## config.mk

```make
export PLATFORM = sky130hd
export DESIGN_NAME = lcd_clk_ctrl
export DESIGN_NICKNAME = d
export VERILOG_FILES = /design/src/rtl/lcd_clk_ctrl.sv
export SDC_FILE = /design/constraint.sdc
export NUM_CORES = 1
export LEC_CHECK = 0
export ABC_AREA = 1
export BUFFER_PORTS_ARGS = -buffer_cell sky130_fd_sc_hd__clkbuf_2
export CELL_PAD_IN_SITES_DETAIL_PLACEMENT = 0
export CELL_PAD_IN_SITES_GLOBAL_PLACEMENT = 2
export CORE_MARGIN = 8
export CORE_UTILIZATION = 31
export CTS_CLUSTER_SIZE = 8
export DETAILED_ROUTE_END_ITERATION = 8
export GPL_TIMING_DRIVEN = 0
export PLACE_DENSITY_LB_ADDON = 0.1
export REMOVE_ABC_BUFFERS = 1
export SLEW_MARGIN = 20
export SYNTH_ARGS = -nofsm -noshare
export SYNTH_HDL_FRONTEND = slang
export SYNTH_SLANG_ARGS = --single-unit
```

## constraint.sdc

```tcl
create_clock -name clk -period 1.9 [get_ports clk]
set_input_delay 0.095 -clock clk [delete_from_list [all_inputs] [get_ports clk]]
set_output_delay 0.095 -clock clk [all_outputs]
set_load 0.02 [all_outputs]
```

## src/rtl/lcd_clk_ctrl.sv

```systemverilog
// LCD pixel-clock reconfiguration sequencer: accepts a new panel ID, blanks the panel at a
// frame boundary, switches ID_lcd while lcd_en is low, waits for clk_div to settle, re-enables.
module lcd_clk_ctrl #(
    parameter logic [15:0] DEFAULT_ID  = 16'd0,
    parameter bit          WAIT_FRAME  = 1'b1,
    parameter int unsigned TIMEOUT_CYC = 1_000_000,
    parameter int unsigned QUIET_CYC   = 16,
    parameter int unsigned SETTLE_CYC  = 64
) (
    input  logic        clk,
    input  logic        rst_n,
    input  logic        req_valid,
    input  logic [15:0] req_id,
    output logic        req_ready,
    input  logic        frame_end,
    output logic [15:0] ID_lcd,
    output logic        lcd_en,
    output logic        cfg_done,
    output logic        cfg_err,
    output logic        busy
);

    localparam int unsigned CNT_MAX0 = (TIMEOUT_CYC > QUIET_CYC) ? TIMEOUT_CYC : QUIET_CYC;
    localparam int unsigned CNT_MAX  = (CNT_MAX0 > SETTLE_CYC) ? CNT_MAX0 : SETTLE_CYC;
    localparam int unsigned CNT_W    = $clog2(CNT_MAX + 1);

    localparam logic [CNT_W-1:0] TO_LAST = CNT_W'(TIMEOUT_CYC - 1);
    localparam logic [CNT_W-1:0] QT_LAST = CNT_W'(QUIET_CYC - 1);
    localparam logic [CNT_W-1:0] ST_LAST = CNT_W'(SETTLE_CYC - 1);

    localparam logic [2:0] S_IDLE   = 3'd0;
    localparam logic [2:0] S_DRAIN  = 3'd1;
    localparam logic [2:0] S_QUIET  = 3'd2;
    localparam logic [2:0] S_SWITCH = 3'd3;
    localparam logic [2:0] S_SETTLE = 3'd4;
    localparam logic [2:0] S_ENABLE = 3'd5;

    logic [2:0]       r_state;
    logic [CNT_W-1:0] r_cnt;
    logic [15:0]      r_id;
    logic [15:0]      r_pend_id;
    logic             r_lcd_en;
    logic             r_done;
    logic             r_err;
    logic             r_err_pend;
    logic             r_boot;

    logic [2:0]       w_state_nxt;
    logic             w_accept;
    logic             w_same;
    logic             w_timeout;
    logic             w_map_ok;
    logic [15:0]      w_map_id;
    logic             w_counting;
    logic             w_enter;

    // Only IDs that clk_div decodes are passed through; anything else falls back to 0.
    assign w_map_ok = (req_id == 16'd0) || (req_id == 16'd1) ||
                      (req_id == 16'd2) || (req_id == 16'd5);
    assign w_map_id = w_map_ok ? req_id : 16'd0;

    always_comb begin
        w_state_nxt = r_state;
        w_accept    = 1'b0;
        w_timeout   = 1'b0;
        case (r_state)
            S_IDLE: begin
                if (req_valid) begin
                    w_accept = 1'b1;
                    if (w_map_id != r_id) begin
                        w_state_nxt = WAIT_FRAME ? S_DRAIN : S_QUIET;
                    end
                end
            end
            S_DRAIN: begin
                // frame_end takes priority over a simultaneous timeout
                if (frame_end) begin
                    w_state_nxt = S_QUIET;
                end else if (r_cnt == TO_LAST) begin
                    w_state_nxt = S_QUIET;
                    w_timeout   = 1'b1;
                end
            end
            S_QUIET:  if (r_cnt == QT_LAST) w_state_nxt = S_SWITCH;
            S_SWITCH: w_state_nxt = S_SETTLE;
            S_SETTLE: if (r_cnt == ST_LAST) w_state_nxt = S_ENABLE;
            S_ENABLE: w_state_nxt = S_IDLE;
            default:  w_state_nxt = S_SETTLE;
        endcase
    end

    assign w_same     = w_accept && (w_map_id == r_id);
    assign w_enter    = (w_state_nxt != r_state);
    assign w_counting = (r_state == S_DRAIN) || (r_state == S_QUIET) || (r_state == S_SETTLE);

    always_ff @(posedge clk or negedge rst_n) begin
        if (!rst_n) begin
            r_state    <= S_SETTLE;
            r_cnt      <= '0;
            r_id       <= DEFAULT_ID;
            r_pend_id  <= DEFAULT_ID;
            r_lcd_en   <= 1'b0;
            r_done     <= 1'b0;
            r_err      <= 1'b0;
            r_err_pend <= 1'b0;
            r_boot     <= 1'b1;
        end else begin
            r_state <= w_state_nxt;

            if (w_enter) begin
                r_cnt <= '0;
            end else if (w_counting && (r_cnt != {CNT_W{1'b1}})) begin
                r_cnt <= r_cnt + CNT_W'(1);
            end

            if (w_accept) begin
                r_pend_id  <= w_map_id;
                r_err_pend <= !w_map_ok;
            end else if (w_timeout) begin
                r_err_pend <= 1'b1;
            end

            r_done <= w_same || ((r_state == S_ENABLE) && !r_boot);

            if (w_same) begin
                r_err <= !w_map_ok;
            end

            if ((w_state_nxt == S_QUIET) && (r_state != S_QUIET)) begin
                r_lcd_en <= 1'b0;
            end

            if (r_state == S_SWITCH) begin
                r_id <= r_pend_id;
            end

            // The boot pass through ENABLE re-enables the panel but reports nothing.
            if (r_state == S_ENABLE) begin
                r_lcd_en <= 1'b1;
                r_boot   <= 1'b0;
                if (!r_boot) begin
                    r_err <= r_err_pend;
                end
            end
        end
    end

    assign req_ready = (r_state == S_IDLE);
    assign busy      = (r_state != S_IDLE);
    assign ID_lcd    = r_id;
    assign lcd_en    = r_lcd_en;
    assign cfg_done  = r_done;
    assign cfg_err   = r_err;

endmodule

```

# Word level (Yosys, flattened, before mapping)
# Index checks and enable logic that the tools add are counted.
totals:
  register_bits: 60
  latch_bits: 0
  mem_bits_rw: 0
  mem_bits_ro: 0
  in_bits: 20
  out_inout_bits: 21
  word_cells: 67
  n_memories: 0
op_classes:
  addsub: 1
  multipliers: 0
  div_mod_pow: 0
  n_lt_le_gt_ge: 0
  n_eq_ne: 17
  shift: 0
  muxes: 22
  bitwise_logic: 0
  reduce_logical: 18
ops:
  columns: ["operator", "n"]
  rows:
  - ["2-to-1 mux 20 bit", 2]
  - ["adder 20 x 1 -> 20 bit, second input constant", 1]
  - ["equality test 20 bit, second input constant", 1]
  - ["equality test 20 x 4 -> 1 bit, second input constant", 1]
  - ["equality test 20 x 6 -> 1 bit, second input constant", 1]
  - ["inequality test 20 bit, second input constant", 1]
  - ["2-to-1 mux 3 bit", 6]
  - ["equality test 16 x 1 -> 1 bit, second input constant", 1]
  - ["equality test 16 bit", 1]
  - ["equality test 16 x 2 -> 1 bit, second input constant", 1]
  - ["equality test 16 x 3 -> 1 bit, second input constant", 1]
  - ["zero test 16 bit", 1]
  - ["2-to-1 mux 16 bit", 1]
  - ["inequality test 16 bit", 1]
  - ["one-hot mux 3 bit (5 select lines)", 1]
  - ["2-to-1 mux 1 bit", 12]
  - ["equality test 3 x 2 -> 1 bit, second input constant", 3]
  - ["equality test 3 bit, second input constant", 2]
  - ["logical OR 1 bit", 6]
  - ["nonzero test 2 bit", 3]
  - ["logical AND 1 bit", 4]
  - ["equality test 3 x 1 -> 1 bit, second input constant", 1]
  - ["zero test 3 bit", 1]
  - ["inequality test 3 x 2 -> 1 bit, second input constant", 1]
  - ["3 further kinds", 4]

# Longest topological paths before layout
# Gate-level depths: netlist of run 1.
logic_depth:
  depth_word: 13
  depth_mapped: 15
  ltp_nobuf: 14

# Worst setup path before layout of run 1
# Ideal clock, no wire load.
synth_timing:
  path_kind: "register to register"
  startpoint: "register r_cnt[0]"
  endpoint: "register r_cnt[16]"
  setup_ns: 0.119
  arrival_time_ns: 1.647
  required_ns: 1.781
  slack_ns: 0.133
  path_stages_with_launch: 14
  n_path_buf: 0
  synth_period_minus_slack_ns: 1.767
  path_cell_list: "dfrtp_1 ha_1 nand3_2 inv_1 nand2_1 inv_2 nand4_1 nand2_2 inv_2 nand2_1 nor3_2 nand3_1 o21ai_1 nor2_2"
synth_between:
  elab_chain_len: 6
  elab_cells_between_ends: 15
  cone_classes: "add/sub (1); eq/ne (5); mux (7); reduce/logical (2)"
synth_rtl:
  columns: ["item", "line_no", "rtl"]
  rows:
  - ["start, declared", "39", "logic [CNT_W-1:0] r_cnt;"]
  - ["start signal, assigned", "113", "r_cnt <= r_cnt + CNT_W'(1);"]
  - ["equality test 20 bit", "79", "end else if (r_cnt == TO_LAST) begin"]
  - ["2-to-1 mux 3 bit", "79", null]
  - ["2-to-1 mux 3 bit", "77", "if (frame_end) begin"]
  - ["one-hot mux 3 bit (5 select lines)", "66", "case (r_state)"]
  - ["inequality test 3 bit", "93", "assign w_enter = (w_state_nxt != r_state);"]
  - ["2-to-1 mux 20 bit / nonzero test 2 bit (equally long branches)", null, null]
# Parallel ways exist; a longest one is shown, timed or not. The select of a mux whose other input is x is not followed.
# A chain may end at the register's enable or synchronous reset.

# Worst setup path after layout of run 1
layout_timing:
  startpoint: "register r_cnt[1]"
  endpoint: "register r_cnt[17]"
# Same word-level chain as after synthesis.

==> impl_metrics.csv, run 1 <==
group,metric,value,unit
critical_path,critPathLaunch,"r_cnt[1]",
grt,grt_overflow,0,
yosys,synth-seq-cells,60,
clocking,cts_sinks,60,
sta,fin_skew,0.0143,ns
route,route.detailed.drc,0,
yosys,synth_edf_count,0,
critical_path,r2r-end,"r_cnt[17]",
yosys,synthFlopType,"dfrtp_1",
yosys,syn_inst,335,
pwr,p_int,2690,µW
die,start_util,32.1,%
yosys,synth_area,2980,µm²
yosys,syn_avg_cell_area,8.89,µm²
die,die_h,114,µm
pwr,power.density,1260,nW/µm²
yosys,ys_top_cells_by_count,"nand2_1 (61), dfrtp_1 (58), inv_1 (48), nor2_1 (38), nor2_2 (24)",
pwr,finalPower,4750,µW
sta,period_minus_slack,1.88,ns
sta,fmax,532,MHz
pwr,seqPwrFrac,32.8,%
clocking,clk_latency,0.34,ns
pwr,netSwitchingFraction,43.3,%
clocking,clk_pin_slew_worst_paths,0.08,ns
sta,setup_ws,0.0188,ns
clocking,root_buffer,"clkbuf_8",
run_status,outcome,"complete, no violations",
route,firstDrtPassIters,4,
clocking,clockBufferDepth,2,
die,core_area,9280,µm²
placed_design,place_ws,-0.617,ns
route,wl,6.76,mm
yosys,synthTopCellsByArea,"dfrtp_1 (49%), nand2_1 (7.7%), inv_1 (6.0%)",
finish,area_delta_synth_final,27.0,%
min_path,hp-class,"in -> reg",
route,top_layer,"met4",
finish,antenna_cells,0,
pwr,p_sw,2060,µW
route,vias,2252,
finish,nets,412,
grt,grt_util_all_layers,11.5,%
sta,slew_viol_final,0,
grt,grt_start_max_net_pins,35,
pwr,p_leak,0.00191,µW
yosys,async_reset_ff_share,100,%
die,dieWidth,114,µm
placed_design,routabilityCongestion,0.739,
sta,rsz0062_at_grt,"yes",
critical_path,cp-endpoint,"r_cnt[17]",
critical_path,cp.arrival,2.15,ns
pwr,peakVddDrop,0.000395,V
grt,grt_pass1_vias,2272,
die,dieArea,13000,µm²
route,drtIter0Drc,100,
critical_path,rr_worst_depth,12,
pwr,clockPowerShare,24.9,%
critical_path,r2r_start,"r_cnt[1]",
route,m1WireLength,3.35,mm
finish,drive_gt1_share,34.3,%
yosys,yosys_warnings,0,
grt,grt_pass1_wl,11.7,mm
route,wl_per_cell,12.9,µm
clocking,numCtsBuffers,9,
critical_path,cp_max_fo,5,
critical_path,rrSetupSlack,0.02,ns
critical_path,cp-end-kind,"flop",
route,dr_wl_met3,364,µm
critical_path,crit_required,2.17,ns
clocking,cts_tree,"yes",
pwr,pwr-share-comb,42.3,%
sta,slew_headroom,66.9,%
yosys,yosys.area.top_type_share,48.7,%
critical_path,worstSetupPathType,"reg -> reg",
flow_run,drv_cap,0,
yosys,yosysTopAreaCell,"dfrtp_1",
route,wl_met2,2.92,mm
critical_path,cp-start-kind,"flop",
yosys,synth_most_common_cell,"nand2_1",
yosys,ys_seq_area_share,50.5,%
placed_design,dpl.hpwl,4.70,mm
die,row_count,35,
route,ant_nets,0,
sta,setup_viol,0,
placed_design,portBuffers,40,
die,io_pins,41,
yosys,yosys.cell_types.count,37,
sta,hold_viol,0,
route,avgViaCountPerCell,4.29,
clocking,htree_levels,3,
sta,fin_crit_sh,99.0,%
sta,worst_pin_slew,0.495,ns
grt,antenna_found_initial,0,
-- worst max-delay path, stage by stage (launching register included) --
cell and delay (ns):
dfrtp_1 0.42, ha_4 0.18, nand3_4 0.10, inv_2 0.05
nand2_2 0.07, inv_2 0.05, nand4_1 0.11, nand2_4 0.09
buf_6 0.14, nor3_4 0.23, nand2_2 0.11, xor2_2 0.16
nor2_2 0.10
-- layer usage --
layer  vias up  GRT usage (%)
met1      1034           15.2
met2        46           16.5
met3         9           3.86
met4         0           5.06
met5         -              0
li1       1163              -
-- registers in the layout (all words and copies together) (netlist names) --
signal	cells
ID_lcd	16
cfg_done	1
cfg_err	1
lcd_en	1
r_boot	1
r_cnt	20
r_err_pend	1
r_pend_id	16
r_state	3
-- placed cells by master, fill, tap and decap left out, drive strengths merged, types with 3 or more instances in the layout --
cell    instances
nor3            8
nor4            3
a21oi          10
o21ai           5
nand2          67
nand4           9
nor2           65
clkbuf         49
dfrtp          58
xor2           12
buf             9
nand3          19
xnor2           4
mux2            9
inv            54
-- final cells by class --
class / instances / area [µm²]
inverter: 51 / 191
timing repair buffer: 50 / 297
multi-input combinational: 219 / 1420
clock inverter: 7 / 81.3
clock buffer: 9 / 124
tap: 129 / 161
sequential: 60 / 1510
fill: 986 / 5500
-- logic make-up after synthesis --
kind of cell	Yosys count	share of synthesized area [%]
and+or+nand+nor	172	29.0
DFF	60	50.5
buffers and inverters	57	7.73
AOI/OAI and AO/OA	19	3.91
xor gates and xnor gates	16	4.70
muxes	10	3.74
adders and majority gates	1	0.420
-- power groups by stage --
stage	combinational [µW]	clock [µW]	sequential, µW
floorplan	1040	0	1700
global placement	1660	0	1590
detailed placement	1680	0	1590
CTS	2010	1240	1560
global route	2220	1290	1580
finish	2010	1180	1560
-- what timing repair did --
action,4_1_cts,5_1_grt
pin swaps,8,9
endpoints found under the setup margin,37,20
setup buffers,7,1
gates cloned,1,0
hold buffers,1,0
gates resized for setup,22,14
hold endpoints to repair,24,0
-- worst min-delay path by stage --
stage | from | end | slack, ns | cells after the start
5_1_grt | req_id[1] | r_pend_id[1] | 0.09 | 3
3_5_place_dp | rst_n | cfg_done | 0.09 | 1
3_3_place_gp | req_id[0] | r_pend_id[0] | 0.43 | 3
6_report | req_id[0] | r_pend_id[0] | 0.07 | 3
2_1_floorplan | rst_n | ID_lcd[0] | -0.20 | 0
4_1_cts | req_id[0] | r_pend_id[0] | 0.06 | 3
-- per-stage QoR --
stage / setup TNS [ns] / instance area [µm²] / hold slack [ns] / cells / util (%)
floorplan: -5.33 / 2940 / -0.201 / 329 / -
global placement: -13.08 / 3300 / 0.426 / 498 / 35.6
detailed placement: -14.02 / 3320 / 0.0865 / 499 / 35.8
CTS: -0.00147 / 3700 / 0.0565 / 524 / 39.9
global route: -1.78 / 3780 / 0.0905 / 525 / 40.8
finish: 0 / 3780 / 0.0730 / 525 / 40.8
Power figures use the tool's default switching activity.
==> inputs of run 2 (changes only) <==
--- a/config.mk
+++ b/config.mk
@@ -10,7 +10,8 @@
 export CELL_PAD_IN_SITES_DETAIL_PLACEMENT = 0
 export CELL_PAD_IN_SITES_GLOBAL_PLACEMENT = 2
 export CORE_MARGIN = 8
-export CORE_UTILIZATION = 31
+export CORE_UTILIZATION = 33
+export CTS_BUF_LIST = sky130_fd_sc_hd__clkbuf_8
 export CTS_CLUSTER_SIZE = 8
 export DETAILED_ROUTE_END_ITERATION = 8
 export GPL_TIMING_DRIVEN = 0
==> impl_metrics.csv, run 2 (synthesized netlist as in run 1, its figures left out) <==
group,metric,value,unit
run_status,outcome,"complete, no violations",
grt,grt_util_all_layers,11.3,%
clocking,clk_latency,0.33,ns
clocking,cts_sinks,60,
finish,utilization,42.4,%
critical_path,rr_worst_depth,10,
route,wl_per_cell,13.1,µm
die,row_count,34,
pwr,finalPower,4570,µW
placed_design,routabilityCongestion,0.708,
critical_path,cp.arrival,2.13,ns
clocking,clk_pin_slew_worst_paths,0.07,ns
finish,largest_reg_flops,20,
sta,rsz0062_at_grt,"yes",
finish,final_common_cell,"nand2_1",
placed_design,dp.cells,478,
clocking,root_buffer,"clkbuf_8",
finish,fin_area,3700,µm²
critical_path,crit_slowest_cell,"dfrtp_2",
clocking,clockBufferDepth,2,
finish,antenna_cells,0,
die,core_area,8720,µm²
finish,nFillCells,874,
sta,finalSetupTns,0,ns
grt,grt_start_max_net_pins,49,
placed_design,placed_cell_area,3310,µm²
min_path,hp-class,"in -> reg",
sta,slew_viol_final,0,
critical_path,worstSetupPathType,"reg -> reg",
finish,regMostFlops,"r_cnt",
sta,fmax,535,MHz
grt,grt_pass1_vias,2309,
die,dieWidth,111,µm
route,drtIter0Drc,92,
grt,antenna_found_initial,0,
clocking,numCtsBuffers,9,
sta,period_minus_slack,1.87,ns
grt,grt_overflow,0,
sta,setup_viol,0,
critical_path,crit_top_cell,"nor2_2",
grt,grt_pass1_wl,11.4,mm
die,io_pins,41,
route,avgViaCountPerCell,4.50,
route,route.detailed.drc,0,
clocking,htree_levels,3,
clocking,cts_tree,"yes",
critical_path,crit_required,2.16,ns
pwr,p_leak,0.00188,µW
sta,hold_viol,0,
finish,most-common-layout-cells,"nand2_1 (55), dfrtp_1 (54), inv_1 (47)",
min_path,whs_path_depth,3,
finish,drive_gt1_share,34.9,%
die,dieArea,12300,µm²
critical_path,cp-end-kind,"flop",
sta,fin_skew,0.00786,ns
route,ant_nets,0,
finish,nets,411,
pwr,peakVddDrop,0.000407,V
sta,fin_crit_sh,98.4,%
critical_path,cp_max_fo,10,
finish,stdcell_count,503,
sta,worst_pin_slew,0.342,ns
route,vias,2262,
die,start_util,34.2,%
route,firstDrtPassIters,4,
critical_path,cp-start-kind,"flop",
pwr,power.density,1240,nW/µm²
route,wl,6.59,mm
critical_path,path_cells,"or2_1, nor3_2, nand2_1, nor3_4, nor2_2, a21oi_2, nand3_2, nand2_4, nand2_8, nor2_2",
flow_run,drv_cap,0,
die,die_h,111,µm
placed_design,portBuffers,40,
critical_path,max_stage_delay,0.43,ns
finish,area_delta_synth_final,24.1,%
placed_design,dpl.hpwl,4.67,mm
sta,slew_headroom,77.2,%
==> run 2: cell types whose count changed in the layout (fill, tap and decap cells not counted), moves of 2 or more <==
cell	before	now
dfrtp_1	57	54
dfrtp_2	1	4
nor2_2	23	26
clkinv_2	0	2
inv_6	3	1
nor2_1	35	33
nor3_2	1	3
==> run 2: worst max-delay path: cells and delay by family (launching register included) <==
| family | cells | cell delay, ns |
|---|---|---|
| AOI/OAI and AO/OA | 1 | 0.15 |
| and+or+nand+nor | 9 | 1.22 |
| DFF | 1 | 0.43 |
==> run 2: area by class of cell <==
cell class                      count  area, µm²  share of cell area, %
Timing Repair Buffer               49        293                   7.92
Clock buffer                        9        124                   3.35
Sequential cell                    60       1510                   40.8
Clock inverter                      7       51.3                   1.39
Inverter                           51        194                   5.25
Tap cell                          108        135                   3.65
Multi-Input combinational cell    219       1390                   37.6
==> run 2: path summary, 6_finish.rpt <==
path	startpoint	endpoint	slack (ns)
min reg2reg	r_boot	r_boot	0.44
min in group asynchronous	rst_n	cfg_done	0.17
max reg2reg	r_cnt[8]	r_cnt[8]	0.03
min	req_id[1]	r_pend_id[1]	0.08
max in group asynchronous	rst_n	r_state[2]	1.19
max	r_cnt[8]	r_cnt[8]	0.03
==> run 2: timing repair <==
action	in CTS	in global routing
endpoints found under the setup margin	33	26
cloned	1	0
pin swaps	5	7
hold buffers	1	0
gates resized for setup	22	14
buffers inserted	6	1
endpoints found under the hold margin	59	0
==> run 2: through the flow <==
stage | setup slack (ns) | hold WS, ns
after floorplan | -0.266 | -0.201
after global placement | -0.519 | 0.418
after detailed placement | -0.562 | -0.000554
after CTS | 0.00487 | 0.0671
after global routing | -0.0738 | 0.0723
final | 0.0313 | 0.0785
==> run 2: power breakdown <==
part / switching (µW) / total (µW) / internal (µW) / leakage [µW]
Combinational: 1380 / 2000 / 614 / 0.000995
Sequential: 109 / 1560 / 1450 / 0.000795
Clock: 534 / 1010 / 476 / 0.0000856
==> run 2: per-layer routing <==
metal  routed length [µm]  part of all wire [%]  GRT usage, %  vias up
met5                    0                     0             0        -
met2                 3030                    46          17.0       28
li1                     -                     -             -     1163
met3                  237                   3.6          4.00        6
met4                   59                  0.90          3.47        0
met1                 3260                    50          14.9     1065
==> inputs of run 3 (changes only) <==
--- a/config.mk
+++ b/config.mk
@@ -15,7 +15,7 @@
 export CTS_CLUSTER_SIZE = 8
 export DETAILED_ROUTE_END_ITERATION = 8
 export GPL_TIMING_DRIVEN = 0
-export PLACE_DENSITY_LB_ADDON = 0.1
+export PLACE_DENSITY = 0.76
 export REMOVE_ABC_BUFFERS = 1
 export SLEW_MARGIN = 20
 export SYNTH_ARGS = -nofsm -noshare
==> impl_metrics.csv, run 3 (synthesized netlist as in run 1, its figures left out) <==
group,metric,value,unit
sta,hold_viol,0,
clocking,htree_levels,3,
grt,antenna_found_initial,0,
finish,area_delta_synth_final,26.7,%
clocking,root_buffer,"clkbuf_8",
route,ant_nets,0,
clocking,clk_pin_slew_worst_paths,0.08,ns
critical_path,rrSetupSlack,-0.004,ns
finish,seq_area,1510,µm²
sta,setup_viol,5,
critical_path,worstSetupPathType,"reg -> reg",
route,drtIter0Drc,100,
sta,rsz0062_at_grt,"yes",
critical_path,r2r_start,"r_cnt[12]",
critical_path,cp-end-kind,"flop",
grt,grt_pass1_wl,10.8,mm
finish,most-common-layout-cells,"dfrtp_1 (56), nand2_1 (55), inv_1 (47)",
finish,nFillCells,875,
critical_path,rr_worst_depth,9,
placed_design,routabilityCongestion,0.752,
die,start_util,34.2,%
die,dieWidth,111,µm
min_path,hold_end,"r_err_pend",
die,row_count,34,
finish,nets,415,
route,vias,2303,
clocking,cts_tree,"yes",
min_path,whs_path_depth,4,
pwr,p_leak,0.00193,µW
clocking,clk_latency,0.34,ns
sta,fin_skew,0.00921,ns
sta,period_minus_slack,1.90,ns
sta,fmax,525,MHz
finish,antenna_cells,0,
min_path,holdCritStartpoint,"frame_end",
critical_path,cp.arrival,2.18,ns
route,route.detailed.drc,0,
pwr,peakVddDrop,0.000505,V
finish,regMostFlops,"r_cnt",
min_path,hp-class,"in -> reg",
die,die_h,111,µm
clocking,clockBufferDepth,2,
placed_design,portBuffers,40,
run_status,violations,"setup timing",
placed_design,placed_cell_area,3300,µm²
route,wl_per_cell,13.1,µm
sta,fin_crit_sh,100,%
finish,stdcell_count,507,
clocking,cts_sinks,60,
run_status,outcome,"complete, but fails checks",
critical_path,cp-start-kind,"flop",
sta,slew_headroom,67.9,%
grt,grt_overflow,0,
placed_design,dp.cells,478,
flow_run,drv_cap,0,
grt,grt_pass1_vias,2198,
finish,largest_reg_flops,20,
critical_path,crit_required,2.17,ns
critical_path,r2r-end,"r_cnt[1]",
finish,drive_gt1_share,34.8,%
sta,setup_ws,-0.00438,ns
finish,fin_area,3770,µm²
clocking,numCtsBuffers,9,
sta,worst_pin_slew,0.479,ns
grt,grt_start_max_net_pins,32,
finish,multi_input_area,1430,µm²
critical_path,cp_max_fo,5,
die,dieArea,12300,µm²
sta,slew_viol_final,0,
route,firstDrtPassIters,4,
finish,final_common_cell,"dfrtp_1",
placed_design,dpl.hpwl,4.46,mm
die,core_area,8720,µm²
route,wl,6.65,mm
die,io_pins,41,
route,avgViaCountPerCell,4.54,
grt,grt_util_all_layers,10.8,%
pwr,power.density,1300,nW/µm²
sta,whs,0.0701,ns
==> run 3: cell count changes in the layout (fill, tap and decap cells not counted), sizes merged <==
cell      previous run  this run
buf                  8        10
clkinv               4         2
inv                 52        54
nand2               67        69
bufinv               0         1
clkinvlp             2         1
==> run 3: area by class of cell <==
| class | instances | area share [%] |
|---|---|---|
| Clock inverter | 7 | 2.22 |
| Inverter | 51 | 5.07 |
| Sequential cell | 60 | 39.9 |
| Tap cell | 108 | 3.58 |
| Timing Repair Buffer | 51 | 8.05 |
| Multi-Input combinational cell | 221 | 37.9 |
| Clock buffer | 9 | 3.28 |
==> run 3: what timing repair did <==
action                                  CTS  global route
resized for setup                        19            17
hold buffers                              1             0
endpoints found under the setup margin   32            20
setup buffers                             4             5
cloned                                    1             2
endpoints found under the hold margin    29             0
pin swaps                                 3            12
==> run 3: critical path: stages, from the launching register on <==
cell and delay (ns):
dfrtp_2 0.44, nor4_4 0.33, nand2_1 0.14, nor3_4 0.21, nor2_2 0.06, a21oi_2 0.14, nand3_2 0.13, nand2_8 0.16
nand2_4 0.11, nor2_2 0.10
==> run 3: routing by layer <==
| layer | vias up | wire length [µm] | track usage, % |
|---|---|---|---|
| met5 | - | 0 | 0 |
| met4 | 0 | 108 | 4.80 |
| met3 | 9 | 288 | 4.22 |
| met2 | 35 | 3010 | 15.7 |
| met1 | 1085 | 3240 | 13.7 |
| li1 | 1174 | - | - |
==> run 3: power breakdown <==
| group | total [µW] | switching [µW] | internal [µW] |
|---|---|---|---|
| clock | 1200 | 574 | 628 |
| combinational | 2160 | 1490 | 676 |
| sequential | 1560 | 110 | 1450 |
==> run 3: worst max path at each step <==
stage	start	to	slack (ns)	cells after the start
2_1_floorplan	r_state[0]	r_cnt[0]	-0.27	10
3_3_place_gp	r_state[0]	r_cnt[3]	-0.52	10
3_5_place_dp	r_state[0]	r_cnt[19]	-0.55	10
4_1_cts	r_cnt[0]	r_cnt[19]	-0.005	13
5_1_grt	r_cnt[12]	r_cnt[17]	-0.1	9
6_report	r_cnt[12]	r_cnt[1]	-0.004	9
==> run 3: stage by stage <==
step	setup slack, ns	utilization, %	setup TNS (ns)	total power, µW
after global placement	-0.519	37.6	-11.79	3240
after floorplan	-0.266	-	-5.33	2740
after detailed placement	-0.547	37.8	-11.99	3250
final	-0.00438	43.3	-0.0139	4920
after global routing	-0.0977	43.3	-1.62	5250
after CTS	-0.00452	41.7	-0.00452	4750
